File: src/rtl/fetch_queue.sv
// Instruction-fetch stage: single-outstanding imem request feeding a DEPTH-entry {pc,instr} FIFO.
// Define FETCH_PERF_CNT_EN to add the perf_fetched / perf_stall counters.
module fetch_queue #(
  parameter int DEPTH = 4
) (
  input  logic        clk,
  input  logic        rst_n,
  input  logic        pc_valid,
  input  logic [31:0] pc,
  output logic        pc_ready,
  input  logic        flush,
  output logic        imem_req,
  output logic [31:0] imem_addr,
  input  logic        imem_ack,
  input  logic [31:0] imem_rdata,
  output logic        if_valid,
  output logic [31:0] if_pc,
  output logic [31:0] if_instr,
  input  logic        if_ready
`ifdef FETCH_PERF_CNT_EN
  ,
  output logic [31:0] perf_fetched,
  output logic [31:0] perf_stall
`endif
);
  localparam int AW = $clog2(DEPTH);
  localparam int CW = AW + 1;

  typedef enum logic [1:0] {S_IDLE, S_WAIT, S_DISCARD} state_t;

  state_t          r_state;
  logic            r_req;
  logic [31:0]     r_addr;
  logic [31:0]     r_pc;
  logic [AW-1:0]   r_wptr, r_rptr;
  logic [CW-1:0]   r_count;
  logic [31:0]     r_mem_pc    [DEPTH];
  logic [31:0]     r_mem_instr [DEPTH];

  logic            w_wait, w_pop, w_push, w_accept;
  logic [CW:0]     w_need;

  assign w_wait = (r_state == S_WAIT);
  assign w_pop  = if_valid && if_ready && !flush;
  assign w_push = w_wait && imem_ack && !flush;

  // Occupancy after this cycle, counting a reserved slot for the fetch in flight.
  assign w_need   = {1'b0, r_count} + (CW+1)'(w_wait) - (CW+1)'(w_pop);
  assign pc_ready = !flush && (r_state == S_IDLE || (w_wait && imem_ack)) &&
                    (w_need < (CW+1)'(DEPTH));
  assign w_accept = pc_valid && pc_ready;

  assign imem_req  = r_req;
  assign imem_addr = r_addr;
  assign if_valid  = (r_count != '0);
  assign if_pc     = r_mem_pc[r_rptr];
  assign if_instr  = r_mem_instr[r_rptr];

  always_ff @(posedge clk or negedge rst_n) begin
    if (!rst_n) begin
      r_state <= S_IDLE;
      r_req   <= 1'b0;
      r_addr  <= '0;
      r_pc    <= '0;
    end else begin
      case (r_state)
        S_IDLE: begin
          if (w_accept) begin
            r_pc    <= pc;
            r_addr  <= {pc[31:2], 2'b00};
            r_req   <= 1'b1;
            r_state <= S_WAIT;
          end
        end
        S_WAIT: begin
          if (flush) begin
            // Request must stay up until acked; its data is then dropped.
            if (imem_ack) begin
              r_req   <= 1'b0;
              r_state <= S_IDLE;
            end else begin
              r_state <= S_DISCARD;
            end
          end else if (imem_ack) begin
            if (w_accept) begin
              r_pc   <= pc;
              r_addr <= {pc[31:2], 2'b00};
            end else begin
              r_req   <= 1'b0;
              r_state <= S_IDLE;
            end
          end
        end
        S_DISCARD: begin
          if (imem_ack) begin
            r_req   <= 1'b0;
            r_state <= S_IDLE;
          end
        end
        default: begin
          r_req   <= 1'b0;
          r_state <= S_IDLE;
        end
      endcase
    end
  end

  always_ff @(posedge clk or negedge rst_n) begin
    if (!rst_n) begin
      r_wptr  <= '0;
      r_rptr  <= '0;
      r_count <= '0;
      for (int i = 0; i < DEPTH; i++) begin
        r_mem_pc[i]    <= '0;
        r_mem_instr[i] <= '0;
      end
    end else if (flush) begin
      r_wptr  <= '0;
      r_rptr  <= '0;
      r_count <= '0;
    end else begin
      if (w_push) begin
        r_mem_pc[r_wptr]    <= r_pc;
        r_mem_instr[r_wptr] <= imem_rdata;
        r_wptr              <= r_wptr + 1'b1;
      end
      if (w_pop) r_rptr <= r_rptr + 1'b1;
      if (w_push && !w_pop)      r_count <= r_count + 1'b1;
      else if (w_pop && !w_push) r_count <= r_count - 1'b1;
    end
  end

`ifdef FETCH_PERF_CNT_EN
  always_ff @(posedge clk or negedge rst_n) begin
    if (!rst_n) begin
      perf_fetched <= '0;
      perf_stall   <= '0;
    end else begin
      if (w_push)                perf_fetched <= perf_fetched + 32'd1;
      if (pc_valid && !pc_ready) perf_stall   <= perf_stall + 32'd1;
    end
  end
`endif

endmodule

File: config.mk
export PLATFORM = sky130hd
export DESIGN_NAME = fetch_queue
export DESIGN_NICKNAME = d
export VERILOG_FILES = /design/src/rtl/fetch_queue.sv
export SDC_FILE = /design/constraint.sdc
export NUM_CORES = 1
export LEC_CHECK = 0
export CAP_MARGIN = 10
export CORE_ASPECT_RATIO = 0.5
export CORE_MARGIN = 5
export CORE_UTILIZATION = 52
export CTS_CLUSTER_DIAMETER = 30
export DETAILED_ROUTE_END_ITERATION = 6
export GPL_ROUTABILITY_DRIVEN = 0
export PLACE_DENSITY_LB_ADDON = 0.08
export SLEW_MARGIN = 20
export SYNTH_ARGS = -nofsm -noshare
export SYNTH_HDL_FRONTEND = slang
export SYNTH_SLANG_ARGS = --single-unit
File: constraint.sdc
create_clock -name clk -period 6.7 [get_ports clk]
set_input_delay 1.34 -clock clk [delete_from_list [all_inputs] [get_ports clk]]
set_output_delay 1.34 -clock clk [all_outputs]
set_load 0.01 [all_outputs]
==> flow_summary_export.csv <==
group,metric,value,unit
critical_path,r2r_slack,3600,ps
hold_path,hold_depth,1,
placed_design,post_dp_cell_area,0.01491,mm^2
critical_path,worstSetupPathType,"primary input to primary output",
floorplan,dieArea,0.02885,mm^2
power_and_ir_drop,power_density,434.8,mW/mm^2
hold_path,worstHoldStart,"r_mem_instr[40]",
floorplan,start_util,52.60,%
logic_synthesis,synthCells,793,
power_and_ir_drop,p_leak,7.631,nW
sta,slew_violations,0,
grt,grtUsageTotal,18.79,%
logic_synthesis,yosysMostFrequentCell,"dfrtp_1",
final_layout,area_growth_syn_to_layout,23.72,%
logic_synthesis,synth_top_area_share,56.52,%
detailed_routing,wl,26.27,mm
floorplan,die_y,122.6,um
logic_synthesis,ys_ff_latch,298,
final_layout,diodes,0,
final_layout,fin_cells,1305,
critical_path,critPathArrivalTime,4010,ps
sta,maxSlewHeadroom,24.53,%
final_layout,n_fill_cell,1835,
logic_synthesis,synth_edf_count,0,
floorplan,core_area,0.02509,mm^2
grt,grt_overflow_total,0,
hold_path,hold_end,"r_mem_instr[40]",
clock_network,post-cts-setup-buffers,0,
grt,first_global_vias,7910,
critical_path,end_kind,"primary output",
logic_synthesis,yosys-top-cells-count,"298 x dfrtp_1, 260 x mux2_2, 64 x mux4_2, 32 x buf_4, 29 x buf_2",
critical_path,reg2regPathDepth,10,
detailed_routing,drtPass1Iterations,4,
critical_path,crit_chain,"clkdlybuf4s50_1 > o31a_1 > nor2b_1 > ha_1 > inv_1 > ha_1 > nand3b_1 > a211o_1 > a31oi_4 > clkdlybuf4s50_1",
floorplan,dieWidth,235.3,um
floorplan,io_pins,169,
critical_path,max_stage_delay,580,ps
power_and_ir_drop,irDropWorstVdd,0.1951,mV
placed_design,dp_cells,1234,
logic_synthesis,synth_seq_area_share,56.52,%
sta,hold_viol,0,
logic_synthesis,syn_area_per_cell,16.64,um^2
detailed_routing,drt-initial-drc-count,291,
final_layout,multi_input_area,0.005269,mm^2
clock_network,cts.clk_slew.worst_paths,50,ps
clock_network,clockBufferDepth,3,
final_layout,regArea,0.007465,mm^2
detailed_routing,postRouteAntennaNets,0,
sta,fmax,186.7,MHz
clock_network,insertion_delay,520,ps
placed_design,dpl.hpwl,15.45,mm
clock_network,cts-hold-fix-buffers,0,
logic_synthesis,synth_area,0.01319,mm^2
final_layout,final_area,0.01632,mm^2
critical_path,reg2reg_from,"r_count[0]",
sta,period_minus_slack,5355,ps
detailed_routing,vias,7164,
logic_synthesis,synth.largest_area_cell,"dfrtp_1",
sta,rsz0062_at_grt,"false",
sta,setup_tns,0,ps
sta,period_share,79.92,%
logic_synthesis,async_reset_ff_share,100.0,%
final_layout,drive_gt1_share,45.27,%
critical_path,cp_max_fo,7,
hold_path,hold_class,"flip-flop to flip-flop",
critical_path,crit_slowest_cell,"clkdlybuf4s50_1",
final_layout,nets,1010,
placed_design,io_buffers,166,
clock_network,cts_buffers,40,
status,outcome,"complete, no violations",
critical_path,worst_setup_path_start_kind,"primary input",
clock_network,h-tree-depth,2,
sta,setup_violations,0,
grt,grt_max_degree,163,
clock_network,ctsResizeCount,0,
floorplan,rows,41,
clock_network,root_buffer,"clkbuf_16",
logic_synthesis,ys_types,40,
grt,antenna_found_initial,0,
detailed_routing,wl_per_cell,20.13,um
logic_synthesis,ys_warn_count,0,
clock_network,cts_tree,"built",
critical_path,cp_data_required_time,5360,ps
logic_synthesis,synth-main-ff-cell,"dfrtp_1",
logic_synthesis,synth_area_leaders,"dfrtp_1 57%, mux2_2 22%, mux4_2 11%, mux2_4 3.2%, buf_4 1.8%",
critical_path,reg2reg_to,"r_pc[8]",
grt,grt_pass1_wl,43.37,mm
sta,fin_skew,9.389,ps
job,drv_cap,0,
sta,worstMarginPinSlew,1132,ps
clock_network,clkSinkCount,298,
detailed_routing,drc,0,
detailed_routing,vias_per_cell,5.490,
-- area by class of cell --
cell class,count,area share [%]
inverters,8,0.1840
repair buffers,171,10.52
well taps,344,2.637
multi-input cells,413,32.28
clock inverters,22,2.001
clock buffers,49,6.653
flip-flops and latches,298,45.73
-- flip-flops by register name, indices dropped and copies added, names as in the netlist --
signal and count:
r_rptr 2, r_mem_pc 128, r_mem_instr 128, r_count 3, r_pc 32, imem_req 1
r_state 2, r_wptr 2
-- critical path, delay by kind of cell --
family,cells,cell delay (ps)
AO/OA/AOI/OAI,3,860
adder cells (fa/ha/maj),2,430
buffers and inverters,3,1090
AND/OR/NAND/NOR,2,300
-- how the worst max path moves through the flow --
stage	start	endpoint	slack (ps)	cells past startpoint
final	if_ready	pc_ready	1350	10
after global routing	if_ready	pc_ready	1180	10
after CTS	if_ready	pc_ready	1340	10
after detailed placement	if_ready	pc_ready	1360	10
after global placement	if_ready	pc_ready	1430	10
after floorplan	if_ready	pc_ready	2530	8
-- cells by family (layout without fill, tap and decap cells) --
kind of cell	count (synthesis)	in the layout	share of synthesized area, %
buf+inv	83	250	3.727
compound gates	9	9	0.6448
xor+xnor	5	5	0.3319
flops	298	298	56.52
mux	353	353	36.38
other cells	1	2	0.02842
fa+ha+maj	8	8	0.8155
simple gates	36	36	1.555
-- through the flow --
step | hold WS, ps | util [%] | power (mW) | worst slack [ps]
global placement | 481.3 | 59.44 | 4.900 | 1435
detailed placement | 488.3 | 59.44 | 4.959 | 1356
global route | 509.6 | 65.07 | 7.469 | 1177
floorplan | 473.8 | - | 3.960 | 2533
finish | 497.8 | 65.07 | 7.097 | 1345
CTS | 500.7 | 65.07 | 7.218 | 1337
-- power by group --
part	internal (mW)	total, mW	switching, mW
clock	1.43	2.22	0.786
combinational	1.46	2.24	0.776
sequential	2.23	2.64	0.403
total	5.13	7.10	1.97
-- routing by layer --
metal  up-vias  share of wire [%]  track usage [%]
li1       3176                  -                -
met1      3838                 46            26.18
met2       111                 48            30.71
met3        39                3.9            4.064
met4         0                1.8            5.000
met5         -                  0                0
-- layout by cell type, fill, tap and decap left out, types with 4 or more instances in the layout --
master	n
buf_4	4
bufinv_16	7
clkbuf_1	5
clkbuf_16	41
clkdlybuf4s50_1	165
clkinv_4	5
clkinvlp_4	5
dfrtp_1	296
ha_1	7
inv_1	8
mux2_2	260
mux2_4	28
mux4_2	64
nand2_4	5
nor2_1	11
xnor2_1	4
No activity file was read; power rests on OpenSTA's default activity.
